[src/rtl/bldc_hall_decoder.sv]
`default_nettype none
// ============================================================================
//  Module   : bldc_hall_decoder
//  Purpose  : Decodes three asynchronous BLDC hall sensor pins into a
//             commutation sector, a signed step count, the direction of the
//             last step and the clk-cycle period between same-direction steps.
//  Ports    : clk, rst (async, active-high)
//             hall_u/v/w  raw hall pins (synchronised internally)
//             clear       zero position and sticky errors
//             sector      current sector 0..5
//             position    signed accumulated steps (+1 fwd, -1 rev, wraps)
//             direction   1 = last step forward
//             period      cycles between the last two same-direction steps,
//                         all-ones when unknown or stalled
//             valid       sector/position trustworthy
//             err_inv     sticky: invalid code 000/111 accepted
//             err_skip    sticky: sector jump of 2..4
//  Revision : 1.0  initial release
// ============================================================================
module bldc_hall_decoder #(
    parameter int FILTER_LEN  = 16,
    parameter int PERIOD_BITS = 24,
    parameter bit INVERT      = 1'b0
) (
    input  logic                   clk,
    input  logic                   rst,
    input  logic                   hall_u,
    input  logic                   hall_v,
    input  logic                   hall_w,
    input  logic                   clear,
    output logic [2:0]             sector,
    output logic signed [31:0]     position,
    output logic                   direction,
    output logic [PERIOD_BITS-1:0] period,
    output logic                   valid,
    output logic                   err_inv,
    output logic                   err_skip
);

    localparam int                   CNT_W   = (FILTER_LEN > 2) ? $clog2(FILTER_LEN) : 1;
    localparam logic [CNT_W-1:0]     FLT_PRE = CNT_W'(FILTER_LEN - 2);
    localparam logic [CNT_W-1:0]     FLT_TOP = CNT_W'(FILTER_LEN - 1);
    localparam logic [PERIOD_BITS-1:0] PER_MAX = '1;

    typedef enum logic [1:0] {
        ST_INIT  = 2'd0,
        ST_RUN   = 2'd1,
        ST_FAULT = 2'd2
    } state_t;

    // ------------------------------------------------------------------
    // Synchroniser and stability filter
    // ------------------------------------------------------------------
    logic [2:0]       sync1;
    logic [2:0]       sync2;
    logic [2:0]       code;
    logic [2:0]       cand;
    logic [2:0]       filt;
    logic [CNT_W-1:0] fcnt;
    logic             acc;       // filter accepted a code this cycle
    logic             acc_chg;   // ... and it differs from the previous one

    assign code = sync2 ^ {3{INVERT}};

    always_ff @(posedge clk or posedge rst) begin
        if (rst) begin
            sync1   <= 3'b000;
            sync2   <= 3'b000;
            cand    <= 3'b000;
            filt    <= 3'b000;
            fcnt    <= '0;
            acc     <= 1'b0;
            acc_chg <= 1'b0;
        end else begin
            sync1   <= {hall_u, hall_v, hall_w};
            sync2   <= sync1;
            acc     <= 1'b0;
            acc_chg <= 1'b0;
            if (code != cand) begin
                cand <= code;
                fcnt <= '0;
            end else if (fcnt == FLT_PRE) begin
                // Accept on the same edge the counter reaches its top value
                // so pin-to-filtered latency is FILTER_LEN+2 cycles.
                fcnt    <= FLT_TOP;
                filt    <= cand;
                acc     <= 1'b1;
                acc_chg <= (cand != filt);
            end else if (fcnt != FLT_TOP) begin
                fcnt <= fcnt + 1'b1;
            end
        end
    end

    // ------------------------------------------------------------------
    // Sector decode and circular difference
    // ------------------------------------------------------------------
    function automatic logic [3:0] map_sector(input logic [2:0] c);
        logic [3:0] r;
        case (c)
            3'b101:  r = 4'b1_000;
            3'b100:  r = 4'b1_001;
            3'b110:  r = 4'b1_010;
            3'b010:  r = 4'b1_011;
            3'b011:  r = 4'b1_100;
            3'b001:  r = 4'b1_101;
            default: r = 4'b0_000;
        endcase
        return r;
    endfunction

    logic [3:0] map_res;
    logic       new_ok;
    logic [2:0] new_sec;
    logic [3:0] dsum;
    logic [2:0] dstep;

    assign map_res = map_sector(filt);
    assign new_ok  = map_res[3];
    assign new_sec = map_res[2:0];
    assign dsum    = {1'b0, new_sec} + 4'd6 - {1'b0, sector};
    assign dstep   = (dsum >= 4'd6) ? 3'(dsum - 4'd6) : dsum[2:0];

    // ------------------------------------------------------------------
    // Decoder FSM
    // ------------------------------------------------------------------
    state_t                   state, state_n;
    logic [2:0]               sector_n;
    logic signed [31:0]       pos_n;
    logic                     dir_n;
    logic [PERIOD_BITS-1:0]   per_n;
    logic                     valid_n;
    logic                     ei_n;
    logic                     es_n;
    logic                     have_dir;   // a +/-1 step occurred since the last history break
    logic                     have_dir_n;
    logic [PERIOD_BITS-1:0]   pcnt;
    logic [PERIOD_BITS-1:0]   pcnt_n;
    logic                     pcnt_sat;
    logic [PERIOD_BITS-1:0]   pcnt_inc;
    logic                     step_fwd;

    assign pcnt_sat = (pcnt == PER_MAX);
    // Saturating cnt+1: doubles as the measured period on a step.
    assign pcnt_inc = pcnt_sat ? pcnt : pcnt + 1'b1;

    always_ff @(posedge clk or posedge rst) begin
        if (rst) begin
            state     <= ST_INIT;
            sector    <= 3'd0;
            position  <= 32'sd0;
            direction <= 1'b0;
            period    <= PER_MAX;
            valid     <= 1'b0;
            err_inv   <= 1'b0;
            err_skip  <= 1'b0;
            have_dir  <= 1'b0;
            pcnt      <= '0;
        end else begin
            state     <= state_n;
            sector    <= sector_n;
            position  <= pos_n;
            direction <= dir_n;
            period    <= per_n;
            valid     <= valid_n;
            err_inv   <= ei_n;
            err_skip  <= es_n;
            have_dir  <= have_dir_n;
            pcnt      <= pcnt_n;
        end
    end

    always_comb begin
        state_n    = state;
        sector_n   = sector;
        pos_n      = position;
        dir_n      = direction;
        per_n      = period;
        valid_n    = valid;
        ei_n       = err_inv;
        es_n       = err_skip;
        have_dir_n = have_dir;
        pcnt_n     = pcnt_inc;
        step_fwd   = 1'b0;

        if (pcnt_sat) begin
            per_n = PER_MAX;    // stalled motor
        end

        case (state)
            ST_INIT: begin
                if (acc) begin
                    if (new_ok) begin
                        sector_n   = new_sec;
                        valid_n    = 1'b1;
                        per_n      = PER_MAX;
                        pcnt_n     = '0;
                        have_dir_n = 1'b0;
                        state_n    = ST_RUN;
                    end else begin
                        ei_n    = 1'b1;
                        state_n = ST_FAULT;
                    end
                end
            end
            ST_RUN: begin
                if (acc && acc_chg) begin
                    if (new_ok) begin
                        sector_n = new_sec;
                        pcnt_n   = '0;
                        if (dstep == 3'd1 || dstep == 3'd5) begin
                            step_fwd   = (dstep == 3'd1);
                            pos_n      = step_fwd ? position + 32'sd1 : position - 32'sd1;
                            dir_n      = step_fwd;
                            per_n      = (have_dir && (direction == step_fwd)) ? pcnt_inc : PER_MAX;
                            have_dir_n = 1'b1;
                        end else begin
                            es_n       = 1'b1;
                            per_n      = PER_MAX;
                            have_dir_n = 1'b0;
                        end
                    end else begin
                        valid_n = 1'b0;
                        ei_n    = 1'b1;
                        state_n = ST_FAULT;
                    end
                end
            end
            ST_FAULT: begin
                if (!new_ok) begin
                    ei_n = 1'b1;    // re-asserts after a clear while still invalid
                end
                if (acc && acc_chg && new_ok) begin
                    sector_n   = new_sec;
                    valid_n    = 1'b1;
                    per_n      = PER_MAX;
                    pcnt_n     = '0;
                    have_dir_n = 1'b0;
                    state_n    = ST_RUN;
                end
            end
            default: begin
                state_n = ST_INIT;
            end
        endcase

        // clear overrides any concurrent step's position and error updates.
        if (clear) begin
            pos_n = 32'sd0;
            ei_n  = 1'b0;
            es_n  = 1'b0;
        end
    end

endmodule
`default_nettype wire

[config.mk]
export PLATFORM = sky130hd
export DESIGN_NAME = bldc_hall_decoder
export DESIGN_NICKNAME = d
export VERILOG_FILES = /design/src/rtl/bldc_hall_decoder.sv
export SDC_FILE = /design/constraint.sdc
export NUM_CORES = 1
export LEC_CHECK = 0
export ABC_AREA = 1
export CELL_PAD_IN_SITES_DETAIL_PLACEMENT = 1
export CELL_PAD_IN_SITES_GLOBAL_PLACEMENT = 1
export CORE_MARGIN = 10
export CORE_UTILIZATION = 43
export CTS_BUF_LIST = sky130_fd_sc_hd__clkbuf_8
export DETAILED_ROUTE_END_ITERATION = 8
export HOLD_SLACK_MARGIN = 0.06
export PLACE_DENSITY_LB_ADDON = 0.15
export SLEW_MARGIN = 20
export SYNTH_ARGS = -nofsm -noshare
export SYNTH_HDL_FRONTEND = slang
export SYNTH_SLANG_ARGS = --single-unit
export TNS_END_PERCENT = 100
[constraint.sdc]
create_clock -name clk -period 5.94 [get_ports clk]
set_input_delay 0.891 -clock clk [delete_from_list [all_inputs] [get_ports clk]]
set_output_delay 0.891 -clock clk [all_outputs]
set_load 0.005 [all_outputs]
==> run metrics, run 1 <==
status=finished, final reports clean; First-pass DRT Iterations=4; post-DR wirelength/cell=about 16 µm; Seq/Total Area, Yosys=a little over a third; Area after DPL=8370 µm²; Die ar.=~23,000 µm²; minimum clock period=about 4900 ps; hpwl dp=about 17 mm; drt drc=0; layout cell share with drive strength beyond 1=a little over 6%; flops & latches, synth=about 110; Worst EP required=a little over 6000 ps; first-pass GRT wire length=roughly 37 mm; CTS Root Cell=clkbuf_8; Syn Nets=approximately 1.2k; VDD IR-drop max=just over 0.09 mV; Sum Neg Setup Slack=0 ps; Post-layout nets=1,219; synth-to-layout area growth=14.7%; First DRT Iteration DRCs=240; Yosys cell types=42; vias in the first global route=~7.5k; maxcap violations=0; final hold viol count=0; pin count of the biggest net entering global routing=between 60 and 70; CP Max Fanout=23; commonest non-fill, non-tap cells in the layout=nand2_1, inv_1, nor2_1; Finished Core Util=49.9%; CTS tree=yes; CTS H-tree depth=3; Worst Path Buf+Inv=5; core area=17,200 µm²; placer congestion estimate=approximately 0.88; period utilisation layout=82.1%; post-CTS sizing=0; chip height=approximately 150 µm; Mapped Area=around 7500 µm²; crit path cell chain=o21ai_2 -> o21ai_0 -> inv_1 -> ha_1 -> inv_1 -> ha_1 -> fa_1 -> inv_1 -> nand2_1 -> nand3_1 -> nand2_1 -> nor2_2 -> nand2_1 -> buf_4 -> ha_1 -> nand2_1 -> inv_1 -> nand2_1 -> nor3_1 -> nand3_1 -> nand3_1 -> nand2_1 -> nand3_1 -> nand2_1; Max Clk Rate=around 200 MHz; drt via density=~5.0; hold-fix buffers at CTS=0; IO buf count=68; HP Class=reg2reg; post-layout instance area=~8600 µm²; Worst Skew=11.6 ps; CTS max path bufs=2; Crit. End Element=flip-flop; cell leakage power=4.47 nW; clock transition at the registers of the reported paths=between 100 and 150 ps; Rows=48; Worst path top cell family by delay=simple AND/OR/NAND/NOR gates; Setup Fix Bufs, Post-CTS=0; RSZ-0062 raised after global routing=false; Final setup viols=0; CP Class=reg2reg; GRT Residual Overflow=0; initial antenna violation count=0; Gate Count Post-Synth=around 1.1k; nature of the critical path startpoint=flip-flop; Synth Area per Inst=just under 7 µm²; Cells after DPL=between 1k and 1.5k; most used cell, CP=nand2_1; Final Non-Filler Cells=~1.4k; via count=between 6k and 7k; total routed wirelength=around 22 mm; PwrDens=146 nW/µm²; CTS Sinks=between 100 and 150; commonest non-fill, non-tap cell in the layout=nand2_1; Slowest Stage Delay on Critical Path=a little under 600 ps; Antenna Violating Nets Remaining=0; Starting Density=between 40% and 50%; die span in x=~150 µm; Hold WS=about 360 ps; Rel. slew slack=between 30% and 40%; Antenna Cells=0; max-slew violation count=0; Synthesis Warnings=0; worst-path cell with the longest stage delay=nand2_1; Slew @ Worst Pin=slightly above 900 ps; Critical Path AT=between 5000 and 6000 ps; Worst-Skew Late Latency=~400 ps; I/O pins=69; GRT Util Overall=a little under a fifth; CTS Buf Count=9
==> registers in the layout, summed over array words and instances, names as in the netlist <==
signal     flops
acc            1
position      32
period        24
have_dir       1
code           3
sector         3
err_skip       1
pcnt          24
fcnt           4
sync1          3
state          2
valid          1
filt           3
cand           3
err_inv        1
direction      1
acc_chg        1
==> per-stage QoR <==
step                power (mW)  setup WS, ps
finish                    1.25          1060
global route              1.30           483
CTS                       1.27          1030
detailed placement       0.787          1020
global placement         0.787          1210
floorplan                0.775          1740
==> power by group <==
group / leakage [nW] / internal (mW) / total [mW] / switching [mW]
clock: 0.103 / 0.198 / 0.478 / 0.280
combinational: 2.98 / 0.00750 / 0.0294 / 0.0219
sequential: 1.39 / 0.740 / 0.743 / 0.00299
==> logic make-up after synthesis <==
kind of cell | synth area share, %
flip-flops | 36.6
XOR/XNOR | 3.40
adder cells (fa/ha/maj) | 7.90
multiplexers | 0.151
AND/OR/NAND/NOR | 34.8
AO/OA/AOI/OAI | 6.71
buffers and inverters | 10.5
==> cell usage after synthesis <==
| cell | instances | area, µm² |
|---|---|---|
| nor2_1 | 128 | 480 |
| clkbuf_1 | 3 | 11.3 |
| dfstp_2 | 24 | 631 |
| xor2_1 | 11 | 96.3 |
| nor3_2 | 4 | 40.0 |
| ha_1 | 44 | 551 |
| a22o_1 | 1 | 8.76 |
| nor3b_1 | 2 | 15.0 |
| xnor2_1 | 18 | 158 |
| nand4_1 | 10 | 62.6 |
| fa_1 | 2 | 40.0 |
| dfrtp_1 | 84 | 2100 |
| nand2_4 | 1 | 11.3 |
| and2_1 | 3 | 18.8 |
| o21ai_0 | 15 | 75.1 |
| mux2_2 | 1 | 11.3 |
| or2_2 | 3 | 18.8 |
| nor3_4 | 1 | 16.3 |
| nand2_2 | 4 | 25.0 |
| nor2_2 | 4 | 25.0 |
| and3_1 | 3 | 18.8 |
| inv_1 | 175 | 657 |
| a21o_1 | 1 | 7.51 |
| o21bai_1 | 5 | 37.5 |
| buf_4 | 3 | 22.5 |
| buf_6 | 3 | 33.8 |
| a21boi_1 | 1 | 7.51 |
| nand3_1 | 53 | 265 |
| nand2_1 | 386 | 1450 |
| nor3_1 | 16 | 80.1 |
| o22ai_1 | 1 | 6.26 |
| a311oi_1 | 1 | 8.76 |
| nor2_4 | 2 | 22.5 |
| nand3b_1 | 7 | 52.6 |
| inv_2 | 6 | 22.5 |
| o21ai_1 | 18 | 90.1 |
| o21ai_2 | 1 | 8.76 |
| o21ai_4 | 1 | 16.3 |
| a21oi_1 | 43 | 215 |
| buf_2 | 7 | 35.0 |
| a21boi_0 | 1 | 7.51 |
| a31oi_1 | 2 | 12.5 |
==> cell type report <==
| cell class | instances | area [µm²] |
|---|---|---|
| Fill cell | 2311 | 8600 |
| Multi-Input combinational cell | 794 | 3960 |
| Sequential cell | 108 | 2730 |
| Timing Repair Buffer | 73 | 718 |
| Inverter | 181 | 682 |
| Tap cell | 225 | 282 |
| Clock buffer | 9 | 124 |
| Clock inverter | 7 | 75.1 |
==> path summary, 6_finish.rpt <==
path	to	slack [ps]	cells after the start	from
worst max-delay path	position[21]	1060	24	filt[0]
worst min-delay path	code[1]	360	0	sync1[1]
worst max register to register	position[21]	1060	24	filt[0]
worst min register to register	code[1]	360	0	sync1[1]
max in group asynchronous	pcnt[7]	3780	3	rst
min in group asynchronous	acc_chg	880	2	rst
==> metal layers <==
metal  global-route usage (%)  part of all wire (%)  vias up  wire, µm
met5                        0                     0        -         0
met3                     3.36                   2.6       17       567
met2                     35.2                    52       51     11200
met4                     3.62                  0.95        0       206
li1                         -                     -     3523         -
met1                     22.2                    45     3383      9720
(Power assumes the default switching activity.)
==> run 2, diff against run 1 <==
==> constraint.sdc (replaced) <==
create_clock -name clk -period 4.8 [get_ports clk]
set_input_delay 0.72 -clock clk [delete_from_list [all_inputs] [get_ports clk]]
set_output_delay 0.72 -clock clk [all_outputs]
set_load 0.005 [all_outputs]
==> run metrics, run 2 (synthesis gave the netlist of run 1 again) <==
CTS H-tree depth=3 (unchanged); most used cell, CP=nand2_1; First-pass DRT Iterations=5 (+1); HP Class=reg2reg; number of flip-flops in the largest register=32 (unchanged); Max Clk Rate=243 MHz (+19%); Sum Neg Setup Slack=0 ps (unchanged); First DRT Iteration DRCs=296 (+23%); Die ar.=23,100 µm² (unchanged); maxcap violations=0 (unchanged); placer congestion estimate=0.904 (+2.1%); Final Non-Filler Cells=1,398 (+0.072%); GRT Residual Overflow=0 (unchanged); Starting Density=43.5% (unchanged); final hold viol count=0 (unchanged); initial antenna violation count=0 (unchanged); Final setup viols=0 (unchanged); Slowest Stage Delay on Critical Path=460 ps (-130 ps); Cells after DPL=1,382 (+0.072%); vias in the first global route=7,442 (-0.20%); status=finished, final reports clean; IO buf count=68 (unchanged); Crit. End Element=flip-flop; CTS max path bufs=2 (unchanged); VDD IR-drop max=0.149 mV (+63%); commonest non-fill, non-tap cells in the layout=nand2_1, inv_1, nor2_1; minimum clock period=4110 ps (-763 ps); post-CTS sizing=0 (unchanged); CTS Root Cell=clkbuf_8; layout cell share with drive strength beyond 1=6.31% (+0.080 points); Rows=48 (unchanged); Antenna Violating Nets Remaining=0 (unchanged); Worst-Skew Late Latency=400 ps (about the same); Antenna Cells=0 (unchanged); CTS Buf Count=9 (unchanged); Rel. slew slack=47.1% (+8.3 points); synth-to-layout area growth=15.0%; CTS Sinks=108 (unchanged); chip height=152 µm (unchanged); Worst EP required=5090 ps (-1140 ps); I/O pins=69 (unchanged); Worst Skew=10.4 ps (-1.17 ps); CTS tree=yes; RSZ-0062 raised after global routing=false; drt via density=4.94 (-1.0%); clock transition at the registers of the reported paths=100 ps (about the same); drt drc=0 (unchanged); worst-path cell with the longest stage delay=dfrtp_1; PwrDens=180 nW/µm² (+23%); hpwl dp=17.4 mm (+1.4%); top flop regs=position (32), pcnt (24), period (24); Worst Path Buf+Inv=5 (unchanged); nature of the critical path startpoint=flip-flop; Post-layout nets=1,220 (+0.082%); Critical Path AT=4400 ps (-770 ps); largest register by flop count=position; commonest non-fill, non-tap cell in the layout=nand2_1; CP Max Fanout=40 (+74%); CP Class=reg2reg; Finished Core Util=50.0% (+0.11 points); via count=6,906 (-0.98%); post-DR wirelength/cell=15.5 µm (about the same); hold-fix buffers at CTS=0 (unchanged); total routed wirelength=21.7 mm (about the same); Worst path top cell family by delay=simple AND/OR/NAND/NOR gates; period utilisation layout=85.7% (+3.6 points); cell leakage power=4.48 nW (+0.32%); first-pass GRT wire length=36.8 mm (-0.17%); Setup Fix Bufs, Post-CTS=0 (unchanged); Slew @ Worst Pin=792 ps (-124 ps); die span in x=152 µm (unchanged); core area=17,200 µm² (unchanged); GRT Util Overall=18.9% (about the same); max-slew violation count=0 (unchanged); pin count of the biggest net entering global routing=41 (-38%)
run 2: layout make-up:
type	instances	area, µm²
Fill cell	2303	8590
Multi-Input combinational cell	794	3960
Sequential cell	108	2730
Timing Repair Buffer	74	738
Inverter	181	682
Tap cell	225	282
Clock buffer	9	124
Clock inverter	7	73.8
run 2: worst register-to-register path, stage by stage (launching register included):
cell and delay (ps):
dfrtp_1 460, o21ai_2 220, o21ai_0 100, inv_1 80
ha_1 140, inv_1 40, ha_1 180, fa_1 410
inv_1 100, nand2_1 60, nand2_1 80, nor2_1 50
nor2_2 180, nand2_1 120, buf_12 200, ha_1 400
nand2_1 120, nor2_1 160, inv_1 80, nor3_1 220
nand2_1 90, nand2_1 170, nand2_1 110, nand2_1 70
nand2_1 50, nand3_1 70, nand2_1 50
run 2: worst paths after layout:
path	from	end	slack [ps]	cells past startpoint
setup reg to reg	filt[0]	position[30]	690	26
hold / removal	sync1[0]	code[0]	360	0
max in group asynchronous	rst	period[9]	3190	3
min in group asynchronous	rst	position[0]	700	2
setup / recovery	filt[0]	position[30]	690	26
hold reg to reg	sync1[0]	code[0]	360	0
run 2: per-layer routing:
layer	GRT usage, %	share of wire (%)	vias up
met5	0	0	-
met1	22.6	45	3293
met2	33.8	51	74
met4	5.73	1.3	0
li1	-	-	3519
met3	3.27	2.9	20
run 2: through the flow:
stage | power [mW] | hold slack [ps] | setup WS [ps] | cell area (µm²)
final | 1.54 | 361 | 685 | 8590
after global routing | 1.61 | 377 | 296 | 8590
after CTS | 1.57 | 364 | 674 | 8590
after detailed placement | 0.975 | 339 | 682 | 8390
after global placement | 0.974 | 334 | 760 | 8390
after floorplan | 0.959 | 331 | 601 | 7470
run 2: where the power goes:
group	leakage, nW	internal, mW	switching, mW	total [mW]
Sequential	1.39	0.915	0.00409	0.919
Combinational	2.99	0.00980	0.0269	0.0367
Clock	0.106	0.246	0.342	0.588
Total	4.48	1.17	0.373	1.54
==> run 3, diff against run 2 <==
--- a/config.mk
+++ b/config.mk
@@ -13,7 +13,7 @@
 export CTS_BUF_LIST = sky130_fd_sc_hd__clkbuf_8
 export DETAILED_ROUTE_END_ITERATION = 8
 export HOLD_SLACK_MARGIN = 0.06
-export PLACE_DENSITY_LB_ADDON = 0.15
+export PLACE_DENSITY_LB_ADDON = 0.1
 export SLEW_MARGIN = 20
 export SYNTH_ARGS = -nofsm -noshare
 export SYNTH_HDL_FRONTEND = slang
==> run metrics, run 3 (synthesis gave the netlist of run 1 again) <==
Sequential Area=2730 µm² (unchanged); largest register by flop count=position; Critical Path AT=4530 ps (+130 ps); die span in x=152 µm (unchanged); CTS Buf Count=9 (unchanged); via count=6,987 (+1.2%); drt drc=0 (unchanged); I/O pins=69 (unchanged); Crit. End Element=flip-flop; PwrDens=173 nW/µm² (-3.7%); synth-to-layout area growth=14.5%; post-DR wirelength/cell=15.9 µm (+2.2%); IO buf count=68 (unchanged); Max Clk Rate=236 MHz (-3.1%); min-delay src=sync1[2]; Worst Hold Path Cells=0 (unchanged); Area after DPL=8390 µm² (about the same); minimum clock period=4250 ps (+131 ps); Worst-Skew Late Latency=390 ps (about the same); placer congestion estimate=0.892 (-1.3%); commonest non-fill, non-tap cell in the layout=nand2_1; number of flip-flops in the largest register=32 (unchanged); RSZ-0062 raised after global routing=false; first-pass GRT wire length=37.8 mm (+2.7%); Post-layout nets=1,219 (-0.082%); post-layout instance area=8560 µm² (-0.41%); CTS max path bufs=2 (unchanged); worst-path cell with the longest stage delay=fa_1; drt via density=5.00 (+1.2%); CTS Sinks=108 (unchanged); Rows=48 (unchanged); CTS tree=yes; Rel. slew slack=45.4% (-1.7 points); FILL cells=2,306 (+0.13%); clock transition at the registers of the reported paths=100 ps (about the same); layout cell share with drive strength beyond 1=6.14% (-0.17 points); worst r2r path cells=25 (-3.8%); CTS H-tree depth=3 (unchanged); vias in the first global route=7,628 (+2.5%); Antenna Violating Nets Remaining=0 (unchanged); Slowest Stage Delay on Critical Path=450 ps (about the same); chip height=152 µm (unchanged); worst r2r dst=position[27]; Final setup viols=0 (unchanged); hpwl dp=17.5 mm (+0.62%); First-pass DRT Iterations=5 (unchanged); CTS Root Cell=clkbuf_8; Antenna Cells=0 (unchanged); most used cell, CP=nand2_1; Starting Density=43.5% (unchanged); GRT Util Overall=19.3% (+0.40 points); CP Class=reg2reg; pin count of the biggest net entering global routing=87 (+110%); post-CTS sizing=0 (unchanged); First DRT Iteration DRCs=224 (-24%); hold-fix buffers at CTS=0 (unchanged); Sum Neg Setup Slack=0 ps (unchanged); Worst EP required=5090 ps (about the same); nature of the critical path startpoint=flip-flop; cell leakage power=4.47 nW (-0.31%); initial antenna violation count=0 (unchanged); WHS Endpoint=code[2]; commonest non-fill, non-tap cells in the layout=nand2_1, inv_1, nor2_1; Reg2Reg Setup Slack=550 ps (-130 ps); top flop regs=position (32), pcnt (24), period (24); status=finished, final reports clean; period utilisation layout=88.4% (+2.7 points); Die ar.=23,100 µm² (unchanged); total routed wirelength=22.2 mm (+2.1%); multi-input logic area=3960 µm² (unchanged); max-slew violation count=0 (unchanged); Worst Skew=6.65 ps (-3.75 ps); HP Class=reg2reg; final hold viol count=0 (unchanged); RR Startpoint=filt[2]; CP Max Fanout=40 (unchanged); GRT Residual Overflow=0 (unchanged); maxcap violations=0 (unchanged); core area=17,200 µm² (unchanged); Slew @ Worst Pin=818 ps (+26.1 ps); VDD IR-drop max=0.112 mV (-25%); Setup Fix Bufs, Post-CTS=0 (unchanged)
==> run 3: changes by cell type in the layout (fill, tap and decap cells not counted), sizes merged <==
| cell | change |
|---|---|
| buf | -1 |
| inv | +1 |
| bufinv | -1 |
==> run 3: power by group <==
| part | leakage (nW) | total, mW | switching (mW) | internal (mW) |
|---|---|---|---|---|
| clock network | 0.0968 | 0.525 | 0.335 | 0.190 |
| logic | 2.99 | 0.0370 | 0.0277 | 0.00936 |
| registers | 1.39 | 0.919 | 0.00406 | 0.915 |
==> run 3: through the flow <==
stage                     utilization [%]  worst slack [ps]  total power [mW]  std cells  hold WS, ps
after detailed placement             48.8               592             0.975       1381          336
after CTS                            49.8               551              1.51       1397          361
after global placement               48.8               717             0.973       1381          332
after floorplan                         -               601             0.959       1099          331
after global routing                 49.8               190              1.55       1397          384
final                                49.8               554              1.48       1397          358
==> run 3: worst max path at each step <==
stage,depth (start not counted),start,to
after floorplan,20,filt[0],position[29]
after global placement,25,filt[0],position[27]
after detailed placement,24,filt[2],position[27]
after CTS,24,filt[2],position[27]
after global routing,25,filt[0],position[27]
final,25,filt[2],position[27]
==> run 3: worst max-delay path, delay by kind of cell, from the launching register on <==
family	cells	cell delay (ps)
buf+inv	6	630
simple gates	12	1510
fa+ha+maj	4	1140
compound gates	3	420
flops	1	430
==> run 3: final cells by class <==
class | instances | area share, %
Inverter | 181 | 8.00
Tap cell | 225 | 3.29
Sequential cell | 108 | 31.9
Timing Repair Buffer | 73 | 8.54
Multi-Input combinational cell | 794 | 46.3
Clock inverter | 7 | 0.512
Clock buffer | 9 | 1.45
==> run 3: routing by layer <==
metal  up-vias  part of all wire, %  global-route usage [%]
met5         -                    0                       0
met4         0                  1.3                    4.13
li1       3518                    -                       -
met3        14                  2.6                    3.22
met2        64                   52                    35.8
met1      3391                   45                    22.7
